$ cat config.mk
export PLATFORM = sky130hd
export DESIGN_NAME = fft_energy
export DESIGN_NICKNAME = d
export VERILOG_FILES = /design/src/rtl/fft_energy.sv
export SDC_FILE = /design/constraint.sdc
export NUM_CORES = 2
export LEC_CHECK = 0
export ABC_AREA = 1
export CAP_MARGIN = 30
export CORE_AREA = 4 4 277 279
export DETAILED_ROUTE_END_ITERATION = 10
export DIE_AREA = 0 0 281 283
export PLACE_DENSITY = 0.68
export SYNTH_ARGS = -nofsm -noshare
export SYNTH_HDL_FRONTEND = slang
export SYNTH_SLANG_ARGS = --single-unit
$ cat constraint.sdc
create_clock -name aclk -period 8.1 [get_ports aclk]
set_clock_uncertainty 0.05 [all_clocks]
set_input_delay 1.215 -clock aclk [delete_from_list [all_inputs] [get_ports aclk]]
set_output_delay 1.215 -clock aclk [all_outputs]
set_load 0.02 [all_outputs]
$ cat src/rtl/fft_energy.sv
// rtl/fft_energy.sv - per-bin FFT energy (re^2 + im^2) pipeline with frame bookkeeping
// Accepts one complex bin every other cycle and emits its energy three edges after acceptance.
module fft_energy #(
   parameter int ENRGY_DATA_WIDTH = 40,
   parameter int FFT_DATA_WIDTH   = 32
) (
   input  logic                        aclk,
   input  logic                        areset,
   input  logic [24:0]                 num_fft_pts,
   input  logic [FFT_DATA_WIDTH-1:0]   s_axis_tdata,
   input  logic                        s_axis_tvalid,
   input  logic                        s_axis_tlast,
   output logic                        s_axis_tready,
   output logic [ENRGY_DATA_WIDTH-1:0] energy,
   output logic                        e_ready,
   output logic                        e_last,
   output logic                        frame_err,
   output logic [15:0]                 frame_cnt
);

   logic                        r_tready;
   logic [24:0]                 r_bin;
   logic                        r_frame_err;
   logic [15:0]                 r_frame_cnt;

   logic                        r_in_valid;
   logic [31:0]                 r_in_data;
   logic                        r_in_last;

   logic                        r_s1_valid;
   logic signed [15:0]          r_s1_re;
   logic signed [15:0]          r_s1_im;
   logic                        r_s1_last;

   logic                        r_s2_valid;
   logic [31:0]                 r_re_sq;
   logic [31:0]                 r_im_sq;
   logic                        r_s2_last;

   logic                        r_e_ready;
   logic                        r_e_last;
   logic [ENRGY_DATA_WIDTH-1:0] r_energy;

   logic                        w_accept;
   logic [24:0]                 w_npts_m1;
   logic                        w_at_end;
   logic                        w_last;
   logic signed [31:0]          w_re_sq;
   logic signed [31:0]          w_im_sq;
   logic [32:0]                 w_sum;

   assign w_accept  = s_axis_tvalid & r_tready;
   // A zero frame length behaves as a one-bin frame.
   assign w_npts_m1 = (num_fft_pts == 25'd0) ? 25'd0 : num_fft_pts - 25'd1;
   assign w_at_end  = (r_bin == w_npts_m1);
   assign w_last    = s_axis_tlast | w_at_end;

   assign w_re_sq   = r_s1_re * r_s1_re;
   assign w_im_sq   = r_s1_im * r_s1_im;
   assign w_sum     = {1'b0, r_re_sq} + {1'b0, r_im_sq};

   always_ff @(posedge aclk) begin
      if (areset) begin
         r_tready    <= 1'b0;
         r_bin       <= 25'd0;
         r_frame_err <= 1'b0;
         r_frame_cnt <= 16'd0;
         r_in_valid  <= 1'b0;
         r_in_data   <= 32'd0;
         r_in_last   <= 1'b0;
         r_s1_valid  <= 1'b0;
         r_s1_re     <= 16'sd0;
         r_s1_im     <= 16'sd0;
         r_s1_last   <= 1'b0;
         r_s2_valid  <= 1'b0;
         r_re_sq     <= 32'd0;
         r_im_sq     <= 32'd0;
         r_s2_last   <= 1'b0;
         r_e_ready   <= 1'b0;
         r_e_last    <= 1'b0;
         r_energy    <= '0;
      end else begin
         // One idle cycle after every accepted beat paces the downstream accumulator.
         r_tready <= ~w_accept;

         if (w_accept) begin
            r_bin <= w_last ? 25'd0 : r_bin + 25'd1;
            if (s_axis_tlast != w_at_end) begin
               r_frame_err <= 1'b1;
            end
         end

         r_in_valid <= w_accept;
         if (w_accept) begin
            r_in_data <= s_axis_tdata[31:0];
            r_in_last <= w_last;
         end

         r_s1_valid <= r_in_valid;
         if (r_in_valid) begin
            r_s1_re   <= r_in_data[15:0];
            r_s1_im   <= r_in_data[31:16];
            r_s1_last <= r_in_last;
         end

         r_s2_valid <= r_s1_valid;
         if (r_s1_valid) begin
            r_re_sq   <= w_re_sq;
            r_im_sq   <= w_im_sq;
            r_s2_last <= r_s1_last;
         end

         r_e_ready <= r_s2_valid;
         r_e_last  <= r_s2_valid & r_s2_last;
         if (r_s2_valid) begin
            r_energy <= ENRGY_DATA_WIDTH'(w_sum);
         end

         if (r_e_ready && r_e_last) begin
            r_frame_cnt <= r_frame_cnt + 16'd1;
         end
      end
   end

   assign s_axis_tready = r_tready;
   assign energy        = r_energy;
   assign e_ready       = r_e_ready;
   assign e_last        = r_e_last;
   assign frame_err     = r_frame_err;
   assign frame_cnt     = r_frame_cnt;

endmodule

==> metrics.md <==
| Metric | Value |
|---|---|
| Metal1 wirelength | 35600 um |
| Max cap viols | 0 |
| CP most frequent cell | fa_1 |
| Mapped cell area | 0.0296 mm2 |
| Routed wl met2 | 34200 um |
| Clock slew at the register clock pins of the worst setup and hold paths | 0.08 ns |
| Setup violations, final | 0 |
| Worst Path Class, Setup | reg -> reg |
| Placer Congestion | 0.932 |
| Largest area contributor in the netlist | fa_1 |
| Most frequent cells after synthesis | inv_1, nand2_1, fa_1 |
| Unique masters post-synth | 48 |
| Leakage | 17.7 nW |
| Count leader, synth | inv_1 |
| Peak supply drop | 0.000152 V |
| Fmax | 156 MHz |
| Hold violation total from the final report | 0 |
| Placeable Area | 0.0742 mm2 |
| I/O pin total | 121 |
| Dpl hpwl | 62600 um |
| Final #Nets | 4689 |
| Crit path DAT | 6.83 ns |
| RSZ-0062 raised after global routing | false |
| Slew margin rel. | 0.319 |
| Top-area cell type share of the netlist area | 0.317 |
| Initial Util | 0.399 |
| Main synth FF type | dfxtp_1 |
| Worst-Margin Slew | 1.02 ns |
| DRT iter0 DRCs | 1515 |
| Fin crit share | 0.792 |
| RR Startpoint | r_s1_re[15] |
| Worst Setup SP | r_s1_re[15] |
| CP Cell Sequence | nand2_1 > inv_1 > fa_1 > fa_1 > fa_1 > fa_1 > fa_1 > inv_1 > fa_1 > inv_1 > ha_1 > a21oi_1 > o21ai_0 > a21oi_1 > nand3_1 > nand2_1 > nand2_1 > nand2_1 > nand2_1 > o21ai_0 > inv_1 |
| Hold buffers post-CTS | 0 |
| Pwr Total | 0.00296 W |
| Mean Syn Cell Area | 7.56 um2 |
| Die width | 281 um |
| Met3 WL | 3950 um |
| Filler Cell Count | 7401 |
| # port buffers | 113 |
| Row count | 100 |
| CTS buffer count | 25 |
| Clock share of power | 0.405 |
| Number of flops mapped to enable cells by yosys | 0 |
| Sw Pwr | 0.000953 W |
| Height of the die | 283 um |
| Clock tree from TritonCTS | built |
| Clock Path Buffers | 3 |
| Sw Share | 0.322 |
| Drt pass-1 iters | 5 |
| Initial antenna violation count | 1 |
| CP max stage delay | 0.89 ns |
| CP max stage cell | fa_1 |
| Root Buffer | clkbuf_16 |
| Asr flop ratio synth | 0 |
| Worst Hold Class | reg -> reg |
| Remaining Overflow, GRT | 0 |
| Fin crit period | 6.42 ns |
| CP Capture Type | register |
| CP max FO | 22 |
| Reg2reg path depth | 21 |
| Clock Sink Count | 210 |
| Part of the power in registers | 0.379 |
| Power per Cell Area | 91.5 mW/mm2 |
| Sequential-to-total area share from yosys stat | 0.142 |
| Routed wire length | 75000 um |
| Combinational share of power | 0.216 |
| Cts repair resizes | 0 |
| Post-synthesis register bit count | 210 |
| Finished Cell Area | 0.0324 mm2 |
| ANT cells | 0 |
| Crit start category | register |
| First-pass GRT wire length | 126000 um |
| Pre-CTS setup slack | 1.70 ns |
| YS warnings | 0 |
| DR WL/cell | 15.2 um |
| CTS H-Tree Depth | 1 |
| Via Count | 23.9k |
| Int Power | 0.00201 W |
| R2r setup slk | 1.68 ns |
| Vias in the first global route | 24.3k |
| Area Overhead vs Synth | 9.48% |
| Die area | 0.0795 mm2 |
| Synth Instances | 3913 |
| Pin count of the biggest net entering global routing | 84 |
| Max Transition Viols Final | 0 |
| Total negative slack | 0 ns |
| Residual DRC | 0 |
| GRT Overall Usage | 0.192 |
| Synth area leaders | fa_1, dfxtp_1, inv_1 |
| Worst-Skew Late Latency | 0.56 ns |
| Worst Path Required | 8.51 ns |
| Worst setup endpoint | r_re_sq[27] |
| Layout cell share with drive strength beyond 1 | 0.0242 |
| Antenna-violating nets left | 0 |
| DR vias/cell | 4.84 |
| Worst Slack Setup Final | 1.68 ns |
| Outcome | complete, no violations |
| Setup Fix Bufs, Post-CTS | 0 |
| Post-DP Area | 0.0315 mm2 |
| Max Used Layer | met5 |
| Reg2Reg Capture Point | r_re_sq[27] |
-- cell type report --
class | count | area [um2] | share of cell area
timing repair buffer | 125 | 1230 | 0.0379
sequential | 210 | 4210 | 0.130
clock inverter | 18 | 229 | 0.00707
tap | 969 | 1210 | 0.0374
clock buffer | 26 | 629 | 0.0194
inverter | 999 | 3750 | 0.116
multi-input combinational | 2582 | 21100 | 0.652
-- sequential cells by signal (all words and copies together), names as in the netlist, 16 cells and up --
name,cells
frame_cnt,16
energy,33
r_im_sq,31
r_in_data,32
r_re_sq,31
r_bin,25
r_s1_re,16
r_s1_im,16
-- power by group through the flow --
| stage | registers (W) | clock network (W) | logic [W] |
|---|---|---|---|
| 3_3_place_gp | 0.00115 | 0 | 0.000627 |
| 2_1_floorplan | 0.00110 | 0 | 0.000466 |
| 6_report | 0.00112 | 0.00120 | 0.000640 |
| 4_1_cts | 0.00112 | 0.00123 | 0.000642 |
| 3_5_place_dp | 0.00115 | 0 | 0.000639 |
| 5_1_grt | 0.00113 | 0.00127 | 0.000735 |
-- metrics by stage --
stage,cells,hold WS (ns),utilization
floorplan,3919,0.365,-
finish,4929,0.394,0.436
detailed placement,4884,0.389,0.425
global route,4929,0.426,0.436
global placement,4884,0.391,0.425
CTS,4928,0.399,0.436
-- layout by cell type, fill, tap and decap left out, types with 14 or more instances in the layout --
cell | Yosys | layout
a21o_1 | 14 | 14
a21oi_1 | 167 | 167
a22o_1 | 34 | 34
clkbuf_16 | 0 | 25
clkdlybuf4s50_1 | 0 | 112
dfxtp_1 | 210 | 208
fa_1 | 468 | 468
ha_1 | 217 | 217
inv_1 | 996 | 994
nand2_1 | 657 | 657
nand3_1 | 140 | 140
nand4_1 | 48 | 48
nor2_1 | 400 | 398
nor3_1 | 34 | 34
o21ai_0 | 183 | 183
o21bai_1 | 25 | 25
xnor2_1 | 27 | 27
xor2_1 | 64 | 64
-- worst max-delay path, delay by kind of cell (launching register included) --
kind / cells / cell delay (ns)
and+or+nand+nor: 6 / 0.66
DFF: 1 / 0.80
buffers and inverters: 4 / 0.27
adders and majority gates: 7 / 3.77
AOI/OAI and AO/OA: 4 / 0.77
-- logic make-up (layout without fill, tap and decap cells) --
kind of cell / count (synthesis) / in the layout / synth area share
AND/OR/NAND/NOR: 1319 / 1319 / 0.184
adder cells (fa/ha/maj): 685 / 685 / 0.409
XOR/XNOR: 91 / 91 / 0.0269
other: 1 / 7 / 0.000127
flip-flops: 210 / 210 / 0.142
AO/OA/AOI/OAI: 480 / 480 / 0.0939
buffers and inverters: 1127 / 1168 / 0.145
-- metal layers --
layer  GRT usage  vias to the layer above
met5           0                        -
met4      0.0350                        2
met3      0.0200                       90
met2       0.316                      672
met1       0.276                    11229
li1            -                    11869
-- how the worst min path moves through the flow --
stage / from / end / slack (ns) / depth (start not counted)
floorplan: r_s2_last / e_last / 0.36 / 2
detailed placement: r_s2_last / e_last / 0.39 / 2
CTS: r_s2_last / e_last / 0.40 / 2
global route: r_s2_last / e_last / 0.43 / 2
finish: r_s2_last / e_last / 0.39 / 2
global placement: r_s2_last / e_last / 0.39 / 2
Power figures use the tool's default switching activity.
